[config.mk]
export PLATFORM = sky130hd
export DESIGN_NAME = cv32e40x_mul_issue
export DESIGN_NICKNAME = d
export VERILOG_FILES = /design/src/rtl/cv32e40x_mul_issue.sv
export SDC_FILE = /design/constraint.sdc
export NUM_CORES = 1
export LEC_CHECK = 0
export CAP_MARGIN = 20
export CORE_MARGIN = 8
export CORE_UTILIZATION = 45
export CTS_CLUSTER_SIZE = 24
export DETAILED_ROUTE_END_ITERATION = 8
export DONT_BUFFER_PORTS = 1
export GPL_TIMING_DRIVEN = 0
export PLACE_DENSITY = 0.65
export SLEW_MARGIN = 5
export SYNTH_ARGS = -nofsm -noshare
export SYNTH_HDL_FRONTEND = slang
export SYNTH_SLANG_ARGS = --single-unit
[constraint.sdc]
create_clock -name clk -period 5.8 [get_ports clk]
set_input_delay 0.58 -clock clk [delete_from_list [all_inputs] [get_ports clk]]
set_output_delay 0.58 -clock clk [all_outputs]
set_load 0.02 [all_outputs]
[src/rtl/cv32e40x_mul_issue.sv]
// cv32e40x_mul_issue
//
// Issue/retire stage that sits in EX in front of the multiplier
// (cv32e40x_mult). It accepts one MUL/MULH/MULHSU/MULHU from ID and decodes
// funct3 into the multiplier's operator/short_signed controls. Operands and
// valid are held stable for the whole multi-cycle MULH sequence. The stage
// owns the flush path so a killed MULH never leaves the multiplier FSM in a
// half-finished state. The 32-bit product and its destination tag are
// registered for writeback.
//
// Ports
//   clk, rst                    clock, asynchronous active-high reset
//   id_valid_i / id_ready_o     op handshake from ID
//   id_funct3_i                 00 MUL, 01 MULH, 10 MULHSU, 11 MULHU
//   id_op_a_i / id_op_b_i       rs1 / rs2 values
//   id_tag_i                    destination tag (rd index)
//   kill_i                      flush the in-flight op (wb entry unaffected)
//   mul_valid_o / mul_ready_o   handshake towards the multiplier
//   mul_operator_o              MUL_M32 for funct3 00, MUL_H otherwise
//   mul_short_signed_o          [0]=op_a signed, [1]=op_b signed
//   mul_op_a_o / mul_op_b_o     held operands
//   mul_valid_i / mul_result_i  multiplier result handshake
//   wb_valid_o / wb_ready_i     writeback handshake
//   wb_result_o / wb_tag_o      registered product and its tag
//
// Handshakes: every valid/ready pair transfers on a cycle where both are high
// at the rising clock edge. A producer keeps valid and its payload stable
// until the transfer happens (or, on the multiplier side, until a kill).

package cv32e40x_mul_pkg;
   typedef enum logic {
      MUL_M32 = 1'b0,
      MUL_H   = 1'b1
   } mul_opcode_e;
endpackage

module cv32e40x_mul_issue
   import cv32e40x_mul_pkg::*;
#(
   parameter int unsigned TAG_W = 5
) (
   input  logic               clk,
   input  logic               rst,
   // ID side
   input  logic               id_valid_i,
   output logic               id_ready_o,
   input  logic [1:0]         id_funct3_i,
   input  logic [31:0]        id_op_a_i,
   input  logic [31:0]        id_op_b_i,
   input  logic [TAG_W-1:0]   id_tag_i,
   input  logic               kill_i,
   // multiplier side
   output logic               mul_valid_o,
   output mul_opcode_e        mul_operator_o,
   output logic [1:0]         mul_short_signed_o,
   output logic [31:0]        mul_op_a_o,
   output logic [31:0]        mul_op_b_o,
   input  logic               mul_valid_i,
   output logic               mul_ready_o,
   input  logic [31:0]        mul_result_i,
   // writeback side
   output logic               wb_valid_o,
   input  logic               wb_ready_i,
   output logic [31:0]        wb_result_o,
   output logic [TAG_W-1:0]   wb_tag_o
);

   typedef enum logic [1:0] {
      S_IDLE  = 2'd0,
      S_ISSUE = 2'd1,
      S_DRAIN = 2'd2
   } state_e;

   state_e             state_q, state_d;
   logic [1:0]         cnt_q, cnt_d;
   logic [31:0]        op_a_q, op_b_q;
   logic [1:0]         funct3_q;
   logic [TAG_W-1:0]   tag_q;
   logic               wb_valid_q, wb_valid_d;
   logic [31:0]        wb_result_q;
   logic [TAG_W-1:0]   wb_tag_q;

   logic               is_mul;
   logic               complete;
   logic               accept;

   assign is_mul = (funct3_q == 2'b00);

   // Operator decode from the held funct3.
   always_comb begin
      mul_operator_o     = is_mul ? MUL_M32 : MUL_H;
      mul_short_signed_o = 2'b00;
      case (funct3_q)
         2'b01:   mul_short_signed_o = 2'b11;   // MULH:   signed x signed
         2'b10:   mul_short_signed_o = 2'b01;   // MULHSU: signed x unsigned
         default: mul_short_signed_o = 2'b00;   // MUL, MULHU
      endcase
   end

   assign mul_op_a_o  = op_a_q;
   assign mul_op_b_o  = op_b_q;
   assign wb_valid_o  = wb_valid_q;
   assign wb_result_o = wb_result_q;
   assign wb_tag_o    = wb_tag_q;

   // Handshake outputs and next state.
   always_comb begin
      mul_valid_o = 1'b0;
      mul_ready_o = 1'b0;
      complete    = 1'b0;
      id_ready_o  = 1'b0;
      accept      = 1'b0;
      state_d     = state_q;
      cnt_d       = cnt_q;

      case (state_q)
         S_ISSUE: begin
            // A kill before the multiplier has left ALBL must keep valid low,
            // otherwise its FSM would step into a sequence nobody completes.
            mul_valid_o = !(kill_i && (is_mul || cnt_q == 2'd0));
            // A kill in the final MULH cycle still has to pop the result out
            // of the multiplier so it returns to ALBL.
            mul_ready_o = !wb_valid_q || wb_ready_i ||
                          (kill_i && !is_mul && cnt_q == 2'd3);
            complete    = mul_valid_i && mul_ready_o && !kill_i;
            id_ready_o  = complete;
         end
         S_DRAIN: begin
            mul_valid_o = 1'b1;
            mul_ready_o = 1'b1;
         end
         default: begin
            id_ready_o = !kill_i;
         end
      endcase

      accept = id_valid_i && id_ready_o;

      case (state_q)
         S_IDLE: begin
            if (accept) begin
               state_d = S_ISSUE;
               cnt_d   = 2'd0;
            end
         end
         S_ISSUE: begin
            if (kill_i) begin
               // MULH killed mid-sequence: multiplier is past ALBL and before
               // AHBH, so let it run out in DRAIN.
               if (!is_mul && (cnt_q == 2'd1 || cnt_q == 2'd2)) begin
                  state_d = S_DRAIN;
               end else begin
                  state_d = S_IDLE;
                  cnt_d   = 2'd0;
               end
            end else if (complete) begin
               state_d = accept ? S_ISSUE : S_IDLE;
               cnt_d   = 2'd0;
            end else if (!is_mul && cnt_q != 2'd3) begin
               cnt_d = cnt_q + 2'd1;
            end
         end
         S_DRAIN: begin
            if (mul_valid_i) begin
               state_d = S_IDLE;
               cnt_d   = 2'd0;
            end
         end
         default: begin
            state_d = S_IDLE;
            cnt_d   = 2'd0;
         end
      endcase
   end

   always_comb begin
      wb_valid_d = wb_valid_q;
      if (complete) begin
         wb_valid_d = 1'b1;
      end else if (wb_ready_i) begin
         wb_valid_d = 1'b0;
      end
   end

   always_ff @(posedge clk or posedge rst) begin
      if (rst) begin
         state_q     <= S_IDLE;
         cnt_q       <= 2'd0;
         op_a_q      <= 32'd0;
         op_b_q      <= 32'd0;
         funct3_q    <= 2'b00;
         tag_q       <= '0;
         wb_valid_q  <= 1'b0;
         wb_result_q <= 32'd0;
         wb_tag_q    <= '0;
      end else begin
         state_q    <= state_d;
         cnt_q      <= cnt_d;
         wb_valid_q <= wb_valid_d;
         if (accept) begin
            op_a_q   <= id_op_a_i;
            op_b_q   <= id_op_b_i;
            funct3_q <= id_funct3_i;
            tag_q    <= id_tag_i;
         end
         if (complete) begin
            wb_result_q <= mul_result_i;
            wb_tag_q    <= tag_q;
         end
      end
   end

   // The multiplier answers a MUL in its first cycle and a MULH only from AHBH.
   a_mul_valid_timing: assert property (@(posedge clk) disable iff (rst)
      (state_q == S_ISSUE && mul_valid_i) |->
         (is_mul ? (cnt_q == 2'd0) : (cnt_q == 2'd3)));

endmodule

==> flow_metrics.env <==
export IMPL_status="finished clean"
export IMPL_reg2reg_to="cnt_q[0]"
export IMPL_cts_sinks=113
export IMPL_slowest_delay_ns=0.39
export IMPL_die_area_um2=13280
export IMPL_cts_repair_resize_count=0
export IMPL_yosysMostFrequentCell="dfrtp_1"
export IMPL_synth_flop_cell="dfrtp_1"
export IMPL_final_max_slew_violation_count=0
export IMPL_vdd_drop_max_mv=0.2971
export IMPL_cp_cell_sequence="inv_1, ha_1, nor2b_1, nand2_1, buf_2, buf_2, o21ai_0"
export IMPL_relSlewSlack_pct=47.98
export IMPL_min_path_cells=2
export IMPL_drc=0
export IMPL_rrSetupSlack_ns=3.80
export IMPL_synth_nets=398
export IMPL_yosysWarnings=0
export IMPL_async_flop_share_pct=100.0
export IMPL_routabilityCongestion=0.7880
export IMPL_antenna_found_initial=0
export IMPL_clock_fmax_mhz=341.5
export IMPL_hold_end="wb_valid_o"
export IMPL_avgSynthCellArea_um2=15.72
export IMPL_drive_gt1_share_pct=48.42
export IMPL_cts_buffers=17
export IMPL_synth_seq_cells=113
export IMPL_place_ws_ns=3.233
export IMPL_power_mw=3.477
export IMPL_initial_core_util_pct=45.78
export IMPL_r2r_cells=7
export IMPL_grt_usage_pct=14.96
export IMPL_syn_to_final_growth_pct=17.95
export IMPL_cp_top_family="buffers and inverters"
export IMPL_diodes=0
export IMPL_synth_area_top_cells="dfrtp_1, mux2_2, ha_1"
export IMPL_finalClockSkew_ns=0.008115
export IMPL_yosysTopAreaCell="dfrtp_1"
export IMPL_rows=36
export IMPL_cts_root_buf="clkbuf_8"
export IMPL_clkLatencyLatePin_ns=0.49
export IMPL_fin_nets=419
export IMPL_hold_path_class="in -> reg"
export IMPL_synth_common_cells="dfrtp_1, mux2_2, buf_2, inv_1, ha_1"
export IMPL_vias_per_cell=5.236
export IMPL_grt_pass1_vias=2740
export IMPL_worstSetupStartpointType="register"
export IMPL_hp_start="mul_valid_i"
export IMPL_syn_cell_area_um2=4433
export IMPL_synth_distinct_cells=23
export IMPL_cp_end_kind="output port"
export IMPL_hpwl_um=7609
export IMPL_worst_ep_required_time_ns=5.22
export IMPL_fin_ws_ns=2.872
export IMPL_post_cts_buffers=0
export IMPL_vias=2351
export IMPL_grt_remaining_overflow=0
export IMPL_worst_path_buf_inv=3
export IMPL_die_x_um=115.3
export IMPL_clkTransAtPathRegs_ns=0.06
export IMPL_coreArea_um2=9684
export IMPL_cellLeakagePower_nw=2.302
export IMPL_maxCapViolCount=0
export IMPL_cts_tree="done"
export IMPL_die_h_um=115.3
export IMPL_finalHoldViolCount=0
export IMPL_crit_arrival_ns=2.35
export IMPL_wirelength_um=9815
export IMPL_synth_cells=282
export IMPL_timing_final_crit_share_pct=50.49
export IMPL_worstPathMaxFanout=10
export IMPL_io_buffers=0
export IMPL_synth_edf_count=0
export IMPL_min_period_ns=2.928
export IMPL_powerDensity_nw_per_um2=664.9
export IMPL_setup_tns_ns=0
export IMPL_htreeDepth=4
export IMPL_synth_top_cell_area_share_pct=63.79
export IMPL_rsz0062_at_grt="false"
export IMPL_r2r_start="state_q[1]"
export IMPL_crit_type="reg -> out"
export IMPL_cts_hold_buf=1
export IMPL_drt_iter0_drc=120
export IMPL_slowest_stage="dfrtp_1"
export IMPL_ios=217
export IMPL_grt_pass1_wl_um=15000
export IMPL_ctsLongestPathBuffers=2
export IMPL_cp_common_cell="buf_2"
export IMPL_ant_nets=0
export IMPL_drtPass1Iterations=4
export IMPL_grt_max_degree=67
export IMPL_wire_per_inst_um=21.86
export IMPL_setup_viol=0
export IMPL_synth_seq_area_share_pct=63.79
export IMPL_tightest_slew_ns=0.7721
export IMPL_whs_ns=0.2016
[layout by cell type, fill, tap and decap left out, drive strengths merged]
cell type | Yosys | final
o31ai | 1 | 1
a211o | 1 | 1
o22ai | 1 | 1
nand2 | 4 | 4
a221oi | 1 | 1
a21oi | 4 | 4
inv | 10 | 10
mux2i | 1 | 1
mux2 | 109 | 109
clkinvlp | 0 | 2
o21ai | 4 | 4
clkinv | 0 | 5
clkbuf | 0 | 22
dfrtp | 113 | 113
bufinv | 0 | 3
nand3 | 1 | 1
nand2b | 3 | 3
a2111o | 1 | 1
nor2 | 2 | 2
ha | 7 | 7
and2 | 1 | 1
a21o | 1 | 1
and3 | 1 | 1
nor2b | 4 | 4
buf | 12 | 13
dlygate4sd3 | 0 | 1
[area by class of cell]
type / instances / area (µm²)
buffer: 12 / 66.31
clock buffer: 22 / 452.9
clock inverter: 10 / 133.9
fill: 806 / 4456
inverter: 10 / 42.54
multi-input combinational: 147 / 1501
sequential: 113 / 2828
tap: 133 / 166.4
timing repair buffer: 2 / 37.54
[power breakdown]
part	internal [mW]	switching, mW
logic	0.354	0.234
clock network	0.674	0.339
registers	1.17	0.712
total	2.19	1.28
[sequential cells by signal, summed over array words and instances, names as in the netlist]
signal	cells
funct3_q	2
mul_op_b_o	32
state_q	2
wb_result_o	32
cnt_q	2
tag_q	5
wb_valid_o	1
wb_tag_o	5
mul_op_a_o	32
[metrics by stage]
stage	instances	util, %	area [µm²]
floorplan	282	-	4433
global placement	415	47.49	4599
detailed placement	416	47.83	4632
CTS	449	53.99	5229
global route	449	53.99	5229
finish	449	53.99	5229
[cell families (layout without fill, tap and decap cells)]
group	after synthesis	count (layout)	synth area share (%)
muxes	110	110	27.91
AOI/OAI and AO/OA	14	14	2.032
DFF	113	113	63.79
adders and majority gates	7	7	1.976
buffers and inverters	22	56	2.343
and+or+nand+nor	16	16	1.947
[routing by layer]
metal	GRT usage (%)	wire length [µm]	up-vias
li1	-	-	1024
met5	0	0	-
met4	6.918	104	0
met1	13.99	3103	1173
met3	10.77	1656	11
met2	24.28	4950	143
[worst max path at each step]
stage	startpoint	slack, ns	depth (start not counted)	endpoint
after floorplan	rst	2.23	1	cnt_q[0]
after global placement	rst	1.18	1	mul_op_b_o[14]
after detailed placement	wb_ready_i	3.23	6	id_ready_o
after CTS	state_q[1]	2.83	7	id_ready_o
after global routing	state_q[1]	2.67	7	id_ready_o
final	state_q[1]	2.87	7	id_ready_o
(Power assumes the default switching activity.)
